<file path="src/rtl/shift_pkg.sv">
// Shared encodings for the multi-cycle shifter/rotator: op select and FSM states.
package shift_pkg;

    localparam logic [2:0] SHIFT_OP_SHL  = 3'd0;
    localparam logic [2:0] SHIFT_OP_SHR  = 3'd1;
    localparam logic [2:0] SHIFT_OP_SHRA = 3'd2;
    localparam logic [2:0] SHIFT_OP_ROL  = 3'd3;
    localparam logic [2:0] SHIFT_OP_ROR  = 3'd4;

    typedef enum logic [1:0] {
        IDLE  = 2'd0,
        SHIFT = 2'd1,
        DONE  = 2'd2
    } shift_state_e;

endpackage

</file>
<file path="src/rtl/shift_step.sv">
// One combinational shift/rotate step of 0..STEP bits applied to the work value.
module shift_step #(
    parameter int unsigned WIDTH = 32,
    parameter int unsigned AMT_W = $clog2(WIDTH)
) (
    input  logic [2:0]       op,
    input  logic [WIDTH-1:0] value,
    input  logic [AMT_W:0]   s,
    output logic [WIDTH-1:0] shifted
);
    import shift_pkg::*;

    always_comb begin
        shifted = value;
        case (op)
            SHIFT_OP_SHL:  shifted = value << s;
            SHIFT_OP_SHR:  shifted = value >> s;
            SHIFT_OP_SHRA: shifted = $signed(value) >>> s;
            // A shift by WIDTH yields zero, so s == 0 leaves the rotate as identity.
            SHIFT_OP_ROL:  shifted = (value << s) | (value >> (WIDTH - s));
            SHIFT_OP_ROR:  shifted = (value >> s) | (value << (WIDTH - s));
            default:       shifted = value;
        endcase
    end

endmodule

</file>
<file path="src/rtl/shift_unit_seq.sv">
// Multi-cycle shifter/rotator with start/finished handshake; shifts up to STEP bits per clock.
module shift_unit_seq #(
    parameter int unsigned WIDTH = 32,
    parameter int unsigned STEP  = 1,
    parameter int unsigned AMT_W = $clog2(WIDTH)
) (
    input  logic             Clock,
    input  logic             clear,
    input  logic             start,
    input  logic [2:0]       op,
    input  logic [WIDTH-1:0] A,
    input  logic [WIDTH-1:0] B,
    output logic [WIDTH-1:0] result,
    output logic             finished,
    output logic             busy
);
    import shift_pkg::*;

    // Remaining never exceeds WIDTH-1, so capping STEP there keeps min() exact in AMT_W bits.
    localparam int unsigned     STEP_CAP = (STEP >= WIDTH) ? WIDTH - 1 : STEP;
    localparam logic [AMT_W-1:0] STEP_N  = AMT_W'(STEP_CAP);

    shift_state_e     state_q, state_d;
    logic [2:0]       op_q, op_d;
    logic [WIDTH-1:0] work_q, work_d;
    logic [WIDTH-1:0] result_q, result_d;
    logic [AMT_W-1:0] rem_q, rem_d;
    logic [AMT_W-1:0] b_amt;
    logic [AMT_W-1:0] s_n;
    logic [AMT_W:0]   s;
    logic [WIDTH-1:0] step_out;
    logic             unused_b_hi;

    assign unused_b_hi = ^B[WIDTH-1:AMT_W];

    assign b_amt = (op > SHIFT_OP_ROR) ? '0 : B[AMT_W-1:0];
    assign s_n   = (rem_q < STEP_N) ? rem_q : STEP_N;
    assign s     = {1'b0, s_n};

    shift_step #(
        .WIDTH (WIDTH),
        .AMT_W (AMT_W)
    ) u_step (
        .op      (op_q),
        .value   (work_q),
        .s       (s),
        .shifted (step_out)
    );

    always_comb begin
        state_d  = state_q;
        op_d     = op_q;
        work_d   = work_q;
        rem_d    = rem_q;
        result_d = result_q;
        case (state_q)
            IDLE: begin
                if (start) begin
                    op_d   = op;
                    work_d = A;
                    rem_d  = b_amt;
                    if (b_amt == '0) begin
                        state_d  = DONE;
                        result_d = A;
                    end else begin
                        state_d = SHIFT;
                    end
                end
            end
            SHIFT: begin
                work_d = step_out;
                rem_d  = rem_q - s_n;
                if (rem_q == s_n) begin
                    state_d  = DONE;
                    result_d = step_out;
                end
            end
            DONE:    state_d = IDLE;
            default: state_d = IDLE;
        endcase
    end

    always_ff @(posedge Clock or posedge clear) begin
        if (clear) begin
            state_q  <= IDLE;
            op_q     <= '0;
            work_q   <= '0;
            rem_q    <= '0;
            result_q <= '0;
        end else begin
            state_q  <= state_d;
            op_q     <= op_d;
            work_q   <= work_d;
            rem_q    <= rem_d;
            result_q <= result_d;
        end
    end

    assign result   = result_q;
    assign finished = (state_q == DONE);
    assign busy     = (state_q != IDLE);

endmodule

</file>
<file path="config.mk">
export PLATFORM = sky130hd
export DESIGN_NAME = shift_unit_seq
export DESIGN_NICKNAME = d
export VERILOG_FILES = /design/src/rtl/shift_pkg.sv /design/src/rtl/shift_step.sv /design/src/rtl/shift_unit_seq.sv
export SDC_FILE = /design/constraint.sdc
export NUM_CORES = 1
export LEC_CHECK = 0
export CORE_MARGIN = 1.5
export CORE_UTILIZATION = 53
export CTS_CLUSTER_DIAMETER = 120
export DETAILED_ROUTE_END_ITERATION = 16
export PLACE_DENSITY_LB_ADDON = 0.08
export SYNTH_ARGS = -nofsm -noshare
export SYNTH_HDL_FRONTEND = slang
export SYNTH_SLANG_ARGS = --single-unit
export TNS_END_PERCENT = 1
</file>
<file path="constraint.sdc">
create_clock -name Clock -period 4 [get_ports Clock]
set_clock_uncertainty 0.05 [all_clocks]
set_input_delay 1 -clock Clock [delete_from_list [all_inputs] [get_ports Clock]]
set_output_delay 1 -clock Clock [all_outputs]
set_load 0.01 [all_outputs]
</file>
==> summary.txt <==
Layout
  – Area growth, synth to finish: 19.7%
  – # nets final: 795
  – Final instance area: 0.00651 sq mm
  – Ant. Diodes: 0
  – Fillers: about 850
  – Share of layout cells above drive strength 1: a little over a tenth

Synth
  – Post-Syn Area: 0.00544 sq mm
  – Synthesis Warnings: 0
  – Post-synthesis sequential area ratio: 34.0%
  – Main area contributors after synthesis: dfrtp_1, nand2_1, o21ai_0
  – Yosys top cell by area: dfrtp_1
  – Synth Area per Inst: 8.04 sq um
  – Post-synthesis sequential element count: 74
  – EDFF count, synth: 0
  – Synth cell count leaders: nand2_1, dfrtp_1, o21ai_0
  – Cell with the most instances after synthesis: nand2_1
  – Number of unique standard cell types used by synthesis: 71
  – FFs w/ async S/R, synth: 100%
  – Area share of the largest cell type after synthesis: 34.0%
  – Main synth FF type: dfrtp_1
  – Syn Nets: 749
  – Synthesized instance count: approximately 680

Placement
  – Area after DPL: approximately 0.0063 sq mm
  – Post-Place Worst Slack: 0.695 ns
  – Hpwl dp: approximately 13 mm
  – PortBufs: 76
  – GPL Wtd Cong: 0.990

Global routing
  – Initial antenna violation count: 0
  – Vias in the first global route: 5,563
  – All-Layer GR Usage: 35.3%
  – First-pass GRT wire length: ~30 mm
  – Pin count of the biggest net entering global routing: 55
  – GR Overflow Total: 0

STA
  – Hold Fails Final Rpt: 0
  – Crit share post-route: 83.9%
  – Post-route setup slack: 0.642 ns
  – Final setup fails: 0
  – Setup TNS: 0 ns
  – Post-route minimum period: 3.36 ns
  – Slew HR: 24.5%
  – Least-Margin Pin Slew: 1.13 ns
  – Worst hold slack: 0.434 ns
  – Max-slew violations: 0
  – RSZ-0062 raised after global routing: false
  – Fmax: 0.298 GHz

Setup path
  – WP data required: 4.25 ns
  – CP max FO: 13
  – FF-to-FF setup slack: 0.64 ns
  – Worst Setup End Kind: register
  – Critical setup path kind: register to register
  – Worst setup SP type: register
  – CP Data Arrival Time: 3.61 ns

Clocking
  – Inserted Clock Buffers: 9
  – Clock root buffer: clkbuf_8
  – CTS tree: done
  – Post-CTS Setup Bufs: 0
  – Skew-Pair Late Insertion Delay: ~0.38 ns
  – H-tree depth: 3
  – Max Buffers Root-to-Sink: 2
  – Clock transition at the registers of the reported paths: 0.09 ns
  – Sink Count: 74
  – Cts hold-fix bufs: 0
  – CTS resizes: 0

Die
  – Io pins: 104
  – Die width: roughly 100 um
  – Row cnt: 36
  – Die ar.: approximately 0.011 sq mm
  – Core ar.: 0.00986 sq mm
  – Initial Utilization: 55.1%
  – Die H: 104 um

Detailed routing
  – Post-route ant nets: 0
  – WL/cell: 22.0 um
  – Via count: just under 6,000
  – Initial DRC count: 567
  – Remaining DRCs: 0
  – Vias per cell: between 6 and 7
  – 1st-pass router iterations: 7
  – Total wire length: 18.9 mm

Pwr
  – Pleak: ~2.6 nW
  – VDD IR max: ~770 uV
  – Pwr Density: a little under 1000 mW/mm^2

Job
  – Max Cap Viol: 0

Hold path
  – Hold Path Class: register to register

Status
  – Outcome: complete, no violations
## cell type report
type	instances	area, sq um	share of cell area (%)
Sequential cell	74	1850	28.4
Clock buffer	9	124	1.90
Inverter	15	56.3	0.865
Tap cell	133	166	2.56
Timing Repair Buffer	101	973	15.0
Clock inverter	7	93.8	1.44
Multi-Input combinational cell	522	3250	49.8
## logic make-up (layout without fill, tap and decap cells)
group | after synthesis | after routing | share of synthesized area, %
fa+ha+maj | 2 | 2 | 0.460
other cells | 1 | 1 | 0.0689
simple gates | 231 | 231 | 19.2
flops | 74 | 74 | 34.0
xor+xnor | 1 | 1 | 0.161
mux | 51 | 51 | 11.9
compound gates | 236 | 236 | 27.9
buf+inv | 81 | 132 | 6.39
## worst max-delay path, stage by stage, from the launching register on
cell	delay (ns)
dfrtp_1	0.46
nor4_4	0.53
nand2_2	0.12
inv_2	0.07
ha_1	0.44
and2_1	0.35
and2_1	0.46
o221ai_1	0.29
a31o_2	0.32
a31oi_1	0.18
## placed cells by master, fill, tap and decap left out, types with 9 or more instances in the layout
master | synthesis | routed
a21oi_1 | 43 | 43
a31oi_1 | 37 | 37
buf_4 | 2 | 23
clkbuf_8 | 0 | 9
clkdlybuf4s50_1 | 0 | 76
dfrtp_1 | 74 | 74
inv_1 | 13 | 12
mux2_2 | 12 | 12
mux2i_1 | 30 | 30
nand2_1 | 98 | 98
nand3_1 | 23 | 23
nor2_1 | 61 | 60
o21ai_0 | 62 | 62
o22ai_1 | 13 | 13
## per-stage QoR
step / total power, mW / std cells / util [%]
final: 6.30 / 861 / 66.0
after global routing: 6.70 / 861 / 66.0
after CTS: 6.22 / 861 / 66.0
after detailed placement: 5.52 / 845 / 63.8
after global placement: 5.41 / 845 / 63.8
after floorplan: 4.18 / 677 / -
## per-layer routing
metal,vias to the layer above,track usage (%),wire length (um)
met5,-,0,0
met4,0,14.5,607
met3,64,7.21,1820
met2,352,54.6,8700
met1,2757,48.1,7770
li1,2595,-,-
## path summary, 6_finish.rpt
| kind | cells after the start | to | startpoint |
|---|---|---|---|
| setup / recovery | 9 | result[12] | rem_q[3] |
| hold / removal | 2 | result[10] | result[10] |
| setup reg to reg | 9 | result[12] | rem_q[3] |
| hold reg to reg | 2 | result[10] | result[10] |
| max in group asynchronous | 3 | result[3] | clear |
| min in group asynchronous | 2 | result[24] | clear |
## where the power goes
part	internal [mW]	switching, mW	leakage, nW
sequential	1.14	0.630	0.861
combinational	1.67	2.20	1.62
clock	0.350	0.317	0.105
## sequential cells by signal, indices dropped and copies added, names as in the netlist
register / cells
rem_q: 5
op_q: 3
result: 32
work_q: 32
state_q: 2
Power figures use the tool's default switching activity.
